## config.mk

```make
export PLATFORM = sky130hd
export DESIGN_NAME = r4_butter_seq_flat
export DESIGN_NICKNAME = d
export VERILOG_FILES = /design/src/rtl/r4_pkg.sv /design/src/rtl/r4_butter_seq_if.sv /design/src/rtl/r4_butter_seq.sv /design/src/flat_wrapper.sv
export SDC_FILE = /design/constraint.sdc
export NUM_CORES = 1
export LEC_CHECK = 0
export BUFFER_PORTS_ARGS = -buffer_cell sky130_fd_sc_hd__buf_4
export CAP_MARGIN = 20
export CORE_UTILIZATION = 45
export CTS_BUF_LIST = sky130_fd_sc_hd__clkbuf_8
export DETAILED_ROUTE_END_ITERATION = 8
export GPL_TIMING_DRIVEN = 0
export MAX_ROUTING_LAYER = met4
export PLACE_DENSITY = 0.76
export SETUP_SLACK_MARGIN = 0.05
export SLEW_MARGIN = 15
export SYNTH_ARGS = -nofsm -noshare
export SYNTH_HDL_FRONTEND = slang
export SYNTH_SLANG_ARGS = --single-unit
export TNS_END_PERCENT = 30
```

## constraint.sdc

```tcl
create_clock -name wb_clk_i -period 2.04 [get_ports wb_clk_i]
set_input_delay 0.408 -clock wb_clk_i [delete_from_list [all_inputs] [get_ports wb_clk_i]]
set_output_delay 0.408 -clock wb_clk_i [all_outputs]
set_load 0.01 [all_outputs]
```

## src/rtl/r4_pkg.sv

```systemverilog
// Shared definitions for the radix-4 butterfly sequencer.
// Provides the default sample width, the {c3,c2,c1} output-select codes
// understood by the combinational butterfly, the sequencer state encoding,
// and helpers mapping a result step to its bin index and select code.
package r4_pkg;

    localparam int W_DEF = 4;

    // One-hot-ish output selects for the butterfly, {c3,c2,c1}
    localparam logic [2:0] SEL_X0 = 3'b000;
    localparam logic [2:0] SEL_X1 = 3'b001;
    localparam logic [2:0] SEL_X2 = 3'b010;
    localparam logic [2:0] SEL_X3 = 3'b100;

    typedef enum logic [1:0] {
        IDLE   = 2'd0,
        SETTLE = 2'd1,
        OUT    = 2'd2
    } state_t;

    // Bin index emitted at a given step; bit-reversed order swaps the two bits
    function automatic logic [1:0] order(input logic [1:0] step, input logic bitrev);
        logic [1:0] idx;
        if (bitrev) begin
            idx = {step[0], step[1]};
        end else begin
            idx = step;
        end
        return idx;
    endfunction

    // Butterfly select code for a bin index
    function automatic logic [2:0] sel_of(input logic [1:0] idx);
        logic [2:0] sel;
        case (idx)
            2'd0:    sel = SEL_X0;
            2'd1:    sel = SEL_X1;
            2'd2:    sel = SEL_X2;
            2'd3:    sel = SEL_X3;
            default: sel = SEL_X0;
        endcase
        return sel;
    endfunction

endpackage

```

## src/rtl/r4_butter_seq_if.sv

```systemverilog
// Frame-in / result-out stream bundle for the butterfly sequencer.
// Signals:
//   in_valid/in_ready  frame handshake, in_xr/in_xi = {x3,x2,x1,x0}
//   out_valid/out_ready result handshake, out_xr/out_xi result,
//   out_idx bin index, out_last marks the 4th result of a frame.
// Modports: master = frame source / result sink, slave = sequencer.
interface r4_butter_seq_if #(
    parameter int W = 4
);
    logic           in_valid;
    logic           in_ready;
    logic [4*W-1:0] in_xr;
    logic [4*W-1:0] in_xi;
    logic           out_valid;
    logic           out_ready;
    logic [W-1:0]   out_xr;
    logic [W-1:0]   out_xi;
    logic [1:0]     out_idx;
    logic           out_last;

    modport master (
        output in_valid, in_xr, in_xi, out_ready,
        input  in_ready, out_valid, out_xr, out_xi, out_idx, out_last
    );

    modport slave (
        input  in_valid, in_xr, in_xi, out_ready,
        output in_ready, out_valid, out_xr, out_xi, out_idx, out_last
    );
endinterface

```

## src/rtl/r4_butter_seq.sv

```systemverilog
// Sequencer for the combinational radix-4 butterfly.
// Accepts one 4-point complex frame, holds it on bf_xr/bf_xi, steps the
// butterfly select bf_c through the four bins, captures each result after
// BF_LAT settle cycles and streams it out under valid/ready backpressure.
// Ports:
//   wb_clk_i, wb_rst_i   clock, asynchronous active-high reset
//   bus                  frame-in / result-out stream (slave side)
//   bf_xr, bf_xi         held samples to the butterfly
//   bf_c                 {c3,c2,c1} output select to the butterfly
//   bf_xro, bf_xio       butterfly result for the current select
//   busy                 high outside IDLE
//   frame_cnt            completed frames, wraps 255->0
module r4_butter_seq
    import r4_pkg::*;
#(
    parameter int W      = W_DEF,
    parameter int BF_LAT = 1,
    parameter int BITREV = 0
) (
    input  logic              wb_clk_i,
    input  logic              wb_rst_i,
    r4_butter_seq_if.slave    bus,
    output logic [4*W-1:0]    bf_xr,
    output logic [4*W-1:0]    bf_xi,
    output logic [2:0]        bf_c,
    input  logic [W-1:0]      bf_xro,
    input  logic [W-1:0]      bf_xio,
    output logic              busy,
    output logic [7:0]        frame_cnt
);

    localparam int   CW    = (BF_LAT > 1) ? $clog2(BF_LAT) : 1;
    localparam logic REV   = (BITREV != 0);

    state_t         state_r;
    logic [1:0]     step_r;
    logic [CW-1:0]  cnt_r;
    logic [4*W-1:0] bf_xr_r;
    logic [4*W-1:0] bf_xi_r;
    logic [2:0]     bf_c_r;
    logic           in_ready_r;
    logic           out_valid_r;
    logic [W-1:0]   out_xr_r;
    logic [W-1:0]   out_xi_r;
    logic [1:0]     out_idx_r;
    logic           out_last_r;
    logic           busy_r;
    logic [7:0]     frame_cnt_r;

    logic           accept_s;
    logic           handshake_s;
    logic           settled_s;
    logic [1:0]     next_step_s;

    assign accept_s    = bus.in_valid & in_ready_r;
    assign handshake_s = out_valid_r & bus.out_ready;
    assign settled_s   = (cnt_r == CW'(BF_LAT - 1));
    assign next_step_s = step_r + 2'd1;

    // Sequencer FSM: every output is a register updated here
    always_ff @(posedge wb_clk_i or posedge wb_rst_i) begin
        if (wb_rst_i) begin
            state_r     <= IDLE;
            step_r      <= 2'd0;
            cnt_r       <= '0;
            bf_xr_r     <= '0;
            bf_xi_r     <= '0;
            bf_c_r      <= SEL_X0;
            in_ready_r  <= 1'b0;
            out_valid_r <= 1'b0;
            out_xr_r    <= '0;
            out_xi_r    <= '0;
            out_idx_r   <= 2'd0;
            out_last_r  <= 1'b0;
            busy_r      <= 1'b0;
            frame_cnt_r <= 8'd0;
        end else begin
            case (state_r)
                IDLE: begin
                    in_ready_r <= 1'b1;
                    busy_r     <= 1'b0;
                    if (accept_s) begin
                        bf_xr_r    <= bus.in_xr;
                        bf_xi_r    <= bus.in_xi;
                        step_r     <= 2'd0;
                        cnt_r      <= '0;
                        bf_c_r     <= sel_of(order(2'd0, REV));
                        in_ready_r <= 1'b0;
                        busy_r     <= 1'b1;
                        state_r    <= SETTLE;
                    end
                end
                SETTLE: begin
                    if (settled_s) begin
                        out_xr_r    <= bf_xro;
                        out_xi_r    <= bf_xio;
                        out_idx_r   <= order(step_r, REV);
                        out_last_r  <= (step_r == 2'd3);
                        out_valid_r <= 1'b1;
                        state_r     <= OUT;
                    end else begin
                        cnt_r <= cnt_r + CW'(1);
                    end
                end
                OUT: begin
                    if (handshake_s) begin
                        out_valid_r <= 1'b0;
                        if (step_r == 2'd3) begin
                            // Ready in the very next cycle for back-to-back frames
                            frame_cnt_r <= frame_cnt_r + 8'd1;
                            in_ready_r  <= 1'b1;
                            busy_r      <= 1'b0;
                            state_r     <= IDLE;
                        end else begin
                            step_r  <= next_step_s;
                            bf_c_r  <= sel_of(order(next_step_s, REV));
                            cnt_r   <= '0;
                            state_r <= SETTLE;
                        end
                    end
                end
                default: begin
                    out_valid_r <= 1'b0;
                    in_ready_r  <= 1'b0;
                    busy_r      <= 1'b0;
                    state_r     <= IDLE;
                end
            endcase
        end
    end

    assign bus.in_ready  = in_ready_r;
    assign bus.out_valid = out_valid_r;
    assign bus.out_xr    = out_xr_r;
    assign bus.out_xi    = out_xi_r;
    assign bus.out_idx   = out_idx_r;
    assign bus.out_last  = out_last_r;
    assign bf_xr         = bf_xr_r;
    assign bf_xi         = bf_xi_r;
    assign bf_c          = bf_c_r;
    assign busy          = busy_r;
    assign frame_cnt     = frame_cnt_r;

endmodule
```

## src/flat_wrapper.sv

```systemverilog
// flat-port wrapper written by rule: the top's interface ports become plain ports
module r4_butter_seq_flat import r4_pkg::*;
#(
    parameter int W      = W_DEF,
    parameter int BF_LAT = 1,
    parameter int BITREV = 0
)
  (wb_clk_i, wb_rst_i, bf_xr, bf_xi, bf_c, bf_xro, bf_xio, busy, frame_cnt, bus_in_valid, bus_in_xr, bus_in_xi, bus_out_ready, bus_in_ready, bus_out_valid, bus_out_xr, bus_out_xi, bus_out_idx, bus_out_last);
  r4_butter_seq_if #(.W(W)) bus_i ();
  input  logic wb_clk_i;
  input  logic wb_rst_i;
  output logic [4*W-1:0] bf_xr;
  output logic [4*W-1:0] bf_xi;
  output logic [2:0] bf_c;
  input  logic [W-1:0] bf_xro;
  input  logic [W-1:0] bf_xio;
  output logic busy;
  output logic [7:0] frame_cnt;
  input wire logic [$bits(bus_i.in_valid)-1:0] bus_in_valid;
  input wire logic [$bits(bus_i.in_xr)-1:0] bus_in_xr;
  input wire logic [$bits(bus_i.in_xi)-1:0] bus_in_xi;
  input wire logic [$bits(bus_i.out_ready)-1:0] bus_out_ready;
  output wire logic [$bits(bus_i.in_ready)-1:0] bus_in_ready;
  output wire logic [$bits(bus_i.out_valid)-1:0] bus_out_valid;
  output wire logic [$bits(bus_i.out_xr)-1:0] bus_out_xr;
  output wire logic [$bits(bus_i.out_xi)-1:0] bus_out_xi;
  output wire logic [$bits(bus_i.out_idx)-1:0] bus_out_idx;
  output wire logic [$bits(bus_i.out_last)-1:0] bus_out_last;
  assign bus_i.in_valid = bus_in_valid;
  assign bus_i.in_xr = bus_in_xr;
  assign bus_i.in_xi = bus_in_xi;
  assign bus_i.out_ready = bus_out_ready;
  assign bus_in_ready = bus_i.in_ready;
  assign bus_out_valid = bus_i.out_valid;
  assign bus_out_xr = bus_i.out_xr;
  assign bus_out_xi = bus_i.out_xi;
  assign bus_out_idx = bus_i.out_idx;
  assign bus_out_last = bus_i.out_last;
  r4_butter_seq #(.W(W), .BF_LAT(BF_LAT), .BITREV(BITREV)) u_core (.wb_clk_i(wb_clk_i), .wb_rst_i(wb_rst_i), .bus(bus_i), .bf_xr(bf_xr), .bf_xi(bf_xi), .bf_c(bf_c), .bf_xro(bf_xro), .bf_xio(bf_xio), .busy(busy), .frame_cnt(frame_cnt));
endmodule
```

==> results of run 1 <==
==> power by group <==
part | switching [uW] | total (uW) | internal (uW)
clock network | 411 | 822 | 411
registers | 4.16 | 1220 | 1220
logic | 44.3 | 112 | 67.8
total | 460 | 2160 | 1700
==> state kept, by name, indices dropped and copies added (netlist names) <==
name,count
u_core.bus.out_idx,2
u_core.bf_xr,16
u_core.step_r,2
u_core.bus.out_last,1
u_core.bf_xi,16
u_core.bf_c,3
u_core.bus.out_xi,4
u_core.bus.out_xr,4
u_core.bus.out_valid,1
u_core.frame_cnt,8
u_core.busy,1
u_core.state_r,2
u_core.bus.in_ready,1
==> per-stage QoR <==
step | utilization [%] | hold slack (ns) | area [um^2] | setup WS (ns)
6_report | 66.44 | 0.2048 | 3458 | 0.3829
5_1_grt | 66.44 | 0.2784 | 3458 | 0.2904
3_3_place_gp | 63.58 | 0.4631 | 3309 | -0.6310
3_5_place_dp | 63.63 | 0.4579 | 3312 | 0.3909
4_1_cts | 66.44 | 0.2311 | 3458 | 0.3836
2_1_floorplan | - | 0.5039 | 2471 | 0.1190
==> cell type report <==
cell class              instances  area, um^2
multi-input cells              94       853.3
inverters                       6       25.02
flip-flops and latches         61        1526
well taps                      70       87.58
fillers                       421        1747
clock buffers                   9       123.9
plain buffers                   7       68.82
clock inverters                 5       22.52
repair buffers                100       750.7
==> cells in the mapped netlist (2+ instances only) <==
master / instances
mux2_2: 43
inv_1: 6
nor2_1: 3
buf_6: 5
xor2_1: 6
nand2_1: 5
o21ai_0: 5
nor3_1: 3
dfrtp_1: 61
ha_1: 5
a22o_1: 4
nand4_1: 2
nor4_1: 2
a21o_1: 2
nand3b_1: 2
nand3_1: 2
==> worst max path at each step <==
stage | startpoint | slack [ns] | depth (start not counted) | end
3_3_place_gp | wb_rst_i | -0.63 | 2 | u_core.frame_cnt[7]
4_1_cts | u_core.step_r[0] | 0.38 | 4 | u_core.step_r[0]
5_1_grt | u_core.step_r[0] | 0.29 | 4 | u_core.step_r[0]
6_report | u_core.step_r[0] | 0.38 | 4 | u_core.step_r[0]
2_1_floorplan | wb_rst_i | 0.12 | 1 | u_core.bf_c[0]
3_5_place_dp | u_core.step_r[0] | 0.39 | 4 | u_core.step_r[0]
==> logic make-up after synthesis <==
kind of cell | count (synthesis) | share of synthesized area (%)
AO/OA/AOI/OAI | 15 | 4.303
adder cells (fa/ha/maj) | 5 | 2.532
XOR/XNOR | 7 | 2.481
multiplexers | 43 | 19.59
buffers and inverters | 13 | 3.696
flip-flops | 61 | 61.77
AND/OR/NAND/NOR | 24 | 5.621
==> placed cells by master, fill, tap and decap left out, types with 2 or more instances in the layout <==
cell      count
a21o_1        2
ha_1          5
nor3_1        3
nand2_1       5
o21ai_0       5
a22o_1        4
nand3_1       2
nor2_1        3
xor2_1        6
clkinv_2      3
clkbuf_8      9
nor4_1        2
nand3b_1      2
buf_4       101
mux2_2       43
nand4_1       2
inv_1         7
dfrtp_1      61
buf_6         5
==> critical path: stages, from the launching register on <==
cell      delay, ns
dfrtp_1        0.41
ha_1           0.28
nand3b_1       0.19
a211o_2        0.39
mux2_2         0.27
==> metal layers <==
metal	vias up	part of all wire (%)	global-route usage, %
li1	809	-	-
met3	9	7.3	5.150
met1	789	48	26.51
met4	0	1.5	9.808
met2	79	43	28.00
met5	-	0	-
==> impl_metrics.yaml, run 1 <==
outcome:
  status: "completed"
routing:
  wirelength_um: 4963
  drt-wirelength-per-cell_um: 14.10
  viasPerCell: 4.790
  vias: 1686
  dr.pass1.iters: 4
  remaining_drc_errors: 0
  antenna_left: 0
  drtIter0Drc: 38
yosys:
  synthCells: 168
  synth_edf_count: 0
  synth_area_um2: 2471
  yosys.area.top_type: "dfrtp_1"
  synth_fp_nets: 217
  synth_flop_cell: "dfrtp_1"
  yosysSeqAreaShare_pct: 61.77
  ys_seq_elements: 61
  yosys_warnings: 0
  synth.avg_cell_area_um2: 14.71
  synth.distinct_cells: 28
  yosys-top-cells-area: "dfrtp_1 (62%), mux2_2 (20%), ha_1 (2.5%)"
  synth_top_area_share_pct: 61.77
  synthArstFlopShare_pct: 100.0
placement:
  gp_congestion: 0.7474
  dpl.hpwl_um: 3666
  placed_cells: 338
  io_buffers: 100
timing:
  setup_viol: 0
  hold_viol: 0
  maxSlewViolCount: 0
  fin_tns_setup_ns: 0
  timing.fmax_mhz: 603.5
  slew_headroom_pct: 51.79
  rsz0062_at_grt: "false"
  layout_min_cycle_time_ns: 1.657
  clock_skew_ns: 0.004725
  worst_pin_slew_ns: 0.7231
  period_share_pct: 81.23
worst_setup_path:
  timing.rr.end: "u_core.step_r[0]"
  end_kind: "register"
  arrival_ns: 1.87
  reg2reg_setup_slack_ns: 0.38
  r2r_start: "u_core.step_r[0]"
  crit_type: "register to register"
  crit_path_start_kind: "register"
  crit_fanout: 6
  r2r_cells: 4
  required_ns: 2.25
die:
  die_y_um: 76.11
  pin_count: 101
  fp.dieW_um: 76.11
  start_util_pct: 47.48
  core-area_um2: 5205
  rows: 26
  die_area_um2: 5792
finish:
  drive_above_1_share_pct: 58.87
  area_growth_pct: 39.95
  diodes: 0
  final_nets: 328
  final_cells: 352
min_path:
  hold_path_class: "input pin to async pin"
cts:
  cts_setup_buffers: 0
  clock_latency_ns: 0.32
  cts_buffer_depth: 2
  cts_tree: "yes"
  cts.sink_count: 61
  cts_resized: 0
  htree_levels: 3
  cts_hold_repair.buffers: 0
  clkTransAtPathRegs_ns: 0.06
  cts-root-buf: "clkbuf_8"
  cts-buffers-inserted: 9
grt:
  antenna_found_initial: 0
  grt_use_total_pct: 19.78
  grt_pass1_vias: 1777
  grt_start_max_net_pins: 62
  grt_pass1_wl_um: 8590
  globalRoute.totalOverflow: 0
flow_run:
  cap_violations: 0
power:
  p_per_area_nw_per_um2: 623.5
  peakVddDrop_uv: 376.3
  p_leak_uw: 0.001900
  total_power_uw: 2156
(Power assumes the default switching activity.)
==> run 2: changes to the inputs <==
--- a/config.mk
+++ b/config.mk
@@ -7,12 +7,12 @@
 export LEC_CHECK = 0
 export BUFFER_PORTS_ARGS = -buffer_cell sky130_fd_sc_hd__buf_4
 export CAP_MARGIN = 20
-export CORE_UTILIZATION = 45
+export CORE_UTILIZATION = 49
 export CTS_BUF_LIST = sky130_fd_sc_hd__clkbuf_8
 export DETAILED_ROUTE_END_ITERATION = 8
 export GPL_TIMING_DRIVEN = 0
 export MAX_ROUTING_LAYER = met4
-export PLACE_DENSITY = 0.76
+export PLACE_DENSITY = 0.79
 export SETUP_SLACK_MARGIN = 0.05
 export SLEW_MARGIN = 15
 export SYNTH_ARGS = -nofsm -noshare
==> constraint.sdc (replaced) <==
create_clock -name wb_clk_i -period 1.68 [get_ports wb_clk_i]
set_input_delay 0.336 -clock wb_clk_i [delete_from_list [all_inputs] [get_ports wb_clk_i]]
set_output_delay 0.336 -clock wb_clk_i [all_outputs]
set_load 0.01 [all_outputs]
==> run 2 against run 1 <==
Against the previous run:
- clock-buffer cell count is 1 higher
- clock power is 53% higher
- cell area is 4.0% higher
- global-route usage is 1.1 points higher
- total power is 34% higher
- register-to-register slack worse by 0.33 ns
- combinational power is 28% higher
- die area is 8.0% lower
- via count is 4.0% higher
==> impl_metrics.yaml, run 2 (synthesized netlist as in run 1, its figures left out) <==
outcome:
  status: "completed"
cts:
  cts.sink_count: 61
  cts_hold_repair.buffers: 0
  cts-root-buf: "clkbuf_8"
  cts-buffers-inserted: 9
  htree_levels: 3
  clock_latency_ns: 0.33
  clkTransAtPathRegs_ns: 0.07
  cts_tree: "yes"
  cts_buffer_depth: 2
power:
  clkPwrFrac_pct: 43.6
  netSwitchingFraction_pct: 21.13
  p_per_area_nw_per_um2: 801.7
  p_leak_uw: 0.001958
  total_power_uw: 2884
  p_int_uw: 2275
  peakVddDrop_uv: 425.5
  pwr-share-comb_pct: 4.9
  p_sw_uw: 609.3
  seqPwrFrac_pct: 51.5
routing:
  drtIter0Drc: 59
  remaining_drc_errors: 0
  antenna_left: 0
  wirelength_um: 5303
  dr.pass1.iters: 4
  drt-wirelength-per-cell_um: 14.77
  vias: 1753
  viasPerCell: 4.883
grt:
  use_met2_pct: 30.45
  grt_pass1_wl_um: 7921
  grt_use_met3_pct: 5.387
  antenna_found_initial: 0
  gr-usage-met1_pct: 26.29
  grt_pass1_vias: 1684
  globalRoute.totalOverflow: 0
  grt_use_total_pct: 20.87
  grt_start_max_net_pins: 34
  grt_most_used_layer: "met2"
die:
  die_area_um2: 5331
  die_y_um: 73.02
  pin_count: 101
  fp.dieW_um: 73.02
  rows: 25
  start_util_pct: 51.63
  core-area_um2: 4786
timing:
  maxSlewViolCount: 0
  rsz0062_at_grt: "false"
  period_share_pct: 96.85
  worst_pin_slew_ns: 0.6312
  slew_headroom_pct: 57.83
  layout_setup_ws_ns: 0.05290
  hold_viol: 0
  layout_min_cycle_time_ns: 1.627
  clock_skew_ns: 0.006029
  setup_viol: 0
  timing.fmax_mhz: 614.6
worst_setup_path:
  slowest_delay_ns: 0.44
  crit_chain: "ha_4, nand3b_1, a211o_4, mux2_2"
  timing.rr.end: "u_core.step_r[0]"
  crit_type: "register to register"
  cp.depth: 4
  arrival_ns: 1.85
  required_ns: 1.90
  critPathTopFamily: "flip-flops"
  crit_path_start_kind: "register"
  reg2reg_setup_slack_ns: 0.05
  critical-path-slowest-cell: "dfrtp_1"
  crit_fanout: 6
  worst-path-buf-inv: 0
  r2r_cells: 4
  end_kind: "register"
  r2r_start: "u_core.step_r[0]"
finish:
  drive_above_1_share_pct: 60.96
  final_cells: 359
  layout_commonest_cell: "buf_4"
  final_nets: 336
  area_growth_pct: 45.57
  diodes: 0
  layout_common_cells: "buf_4 (108), dfrtp_1 (61), mux2_2 (43)"
placement:
  dpl.hpwl_um: 3727
  gp_congestion: 0.7177
  placed_cells: 336
  pre_cts_ws_ns: -0.002996
  io_buffers: 100
min_path:
  hold_path_class: "input pin to async pin"
flow_run:
  cap_violations: 0
==> run 2: worst max-delay path by stage <==
stage,to,slack [ns],startpoint
finish,u_core.step_r[0],0.05,u_core.step_r[0]
floorplan,u_core.step_r[0],0.12,u_core.step_r[0]
global placement,u_core.step_r[0],0.03,u_core.step_r[0]
CTS,u_core.step_r[0],0.08,u_core.step_r[0]
detailed placement,u_core.step_r[0],-0.003,u_core.step_r[0]
global route,u_core.step_r[0],0.02,u_core.step_r[0]
==> run 2: repair_timing <==
| item | 4_1_cts | 5_1_grt |
|---|---|---|
| setup buffers | 0 | 7 |
| setup endpoints to repair | 2 | 22 |
| gates resized for setup | 1 | 3 |
| pin swaps | 1 | 2 |
==> run 2: power groups by stage <==
stage	clock, uW	sequential, uW	combinational, uW
6_report	1260	1480	143
5_1_grt	1350	1480	157
4_1_cts	1280	1480	146
2_1_floorplan	0	1520	32.7
3_3_place_gp	0	1510	138
3_5_place_dp	0	1510	145
==> run 2: per-layer routing <==
layer / vias up / wire [um]
met5: - / 0
met4: 0 / 110
met3: 12 / 409
met2: 84 / 2467
met1: 833 / 2315
li1: 824 / -
==> run 2: final cells by class <==
class	instances	area, um^2
flip-flops and latches	61	1526
fillers	351	1189
multi-input cells	94	875.8
repair buffers	108	823.3
clock buffers	10	137.6
well taps	67	83.83
plain buffers	7	68.82
clock inverters	6	55.05
inverters	6	26.28
==> run 2: metrics by stage <==
stage | utilization [%] | hold WS [ns] | cell area [um^2] | TNS [ns]
finish | 75.16 | 0.08350 | 3597 | 0
global route | 75.16 | 0.1285 | 3597 | 0
CTS | 73.65 | 0.09513 | 3525 | 0
detailed placement | 69.57 | 0.4588 | 3329 | -0.002996
global placement | 69.15 | 0.4586 | 3309 | 0
floorplan | - | 0.4483 | 2475 | 0
==> run 2: worst register-to-register path: cells and delay by family, from the launching register on <==
| kind | cells | cell delay (ns) |
|---|---|---|
| flip-flops | 1 | 0.44 |
| adder cells (fa/ha/maj) | 1 | 0.21 |
| AND/OR/NAND/NOR | 1 | 0.20 |
| AO/OA/AOI/OAI | 1 | 0.40 |
| multiplexers | 1 | 0.27 |
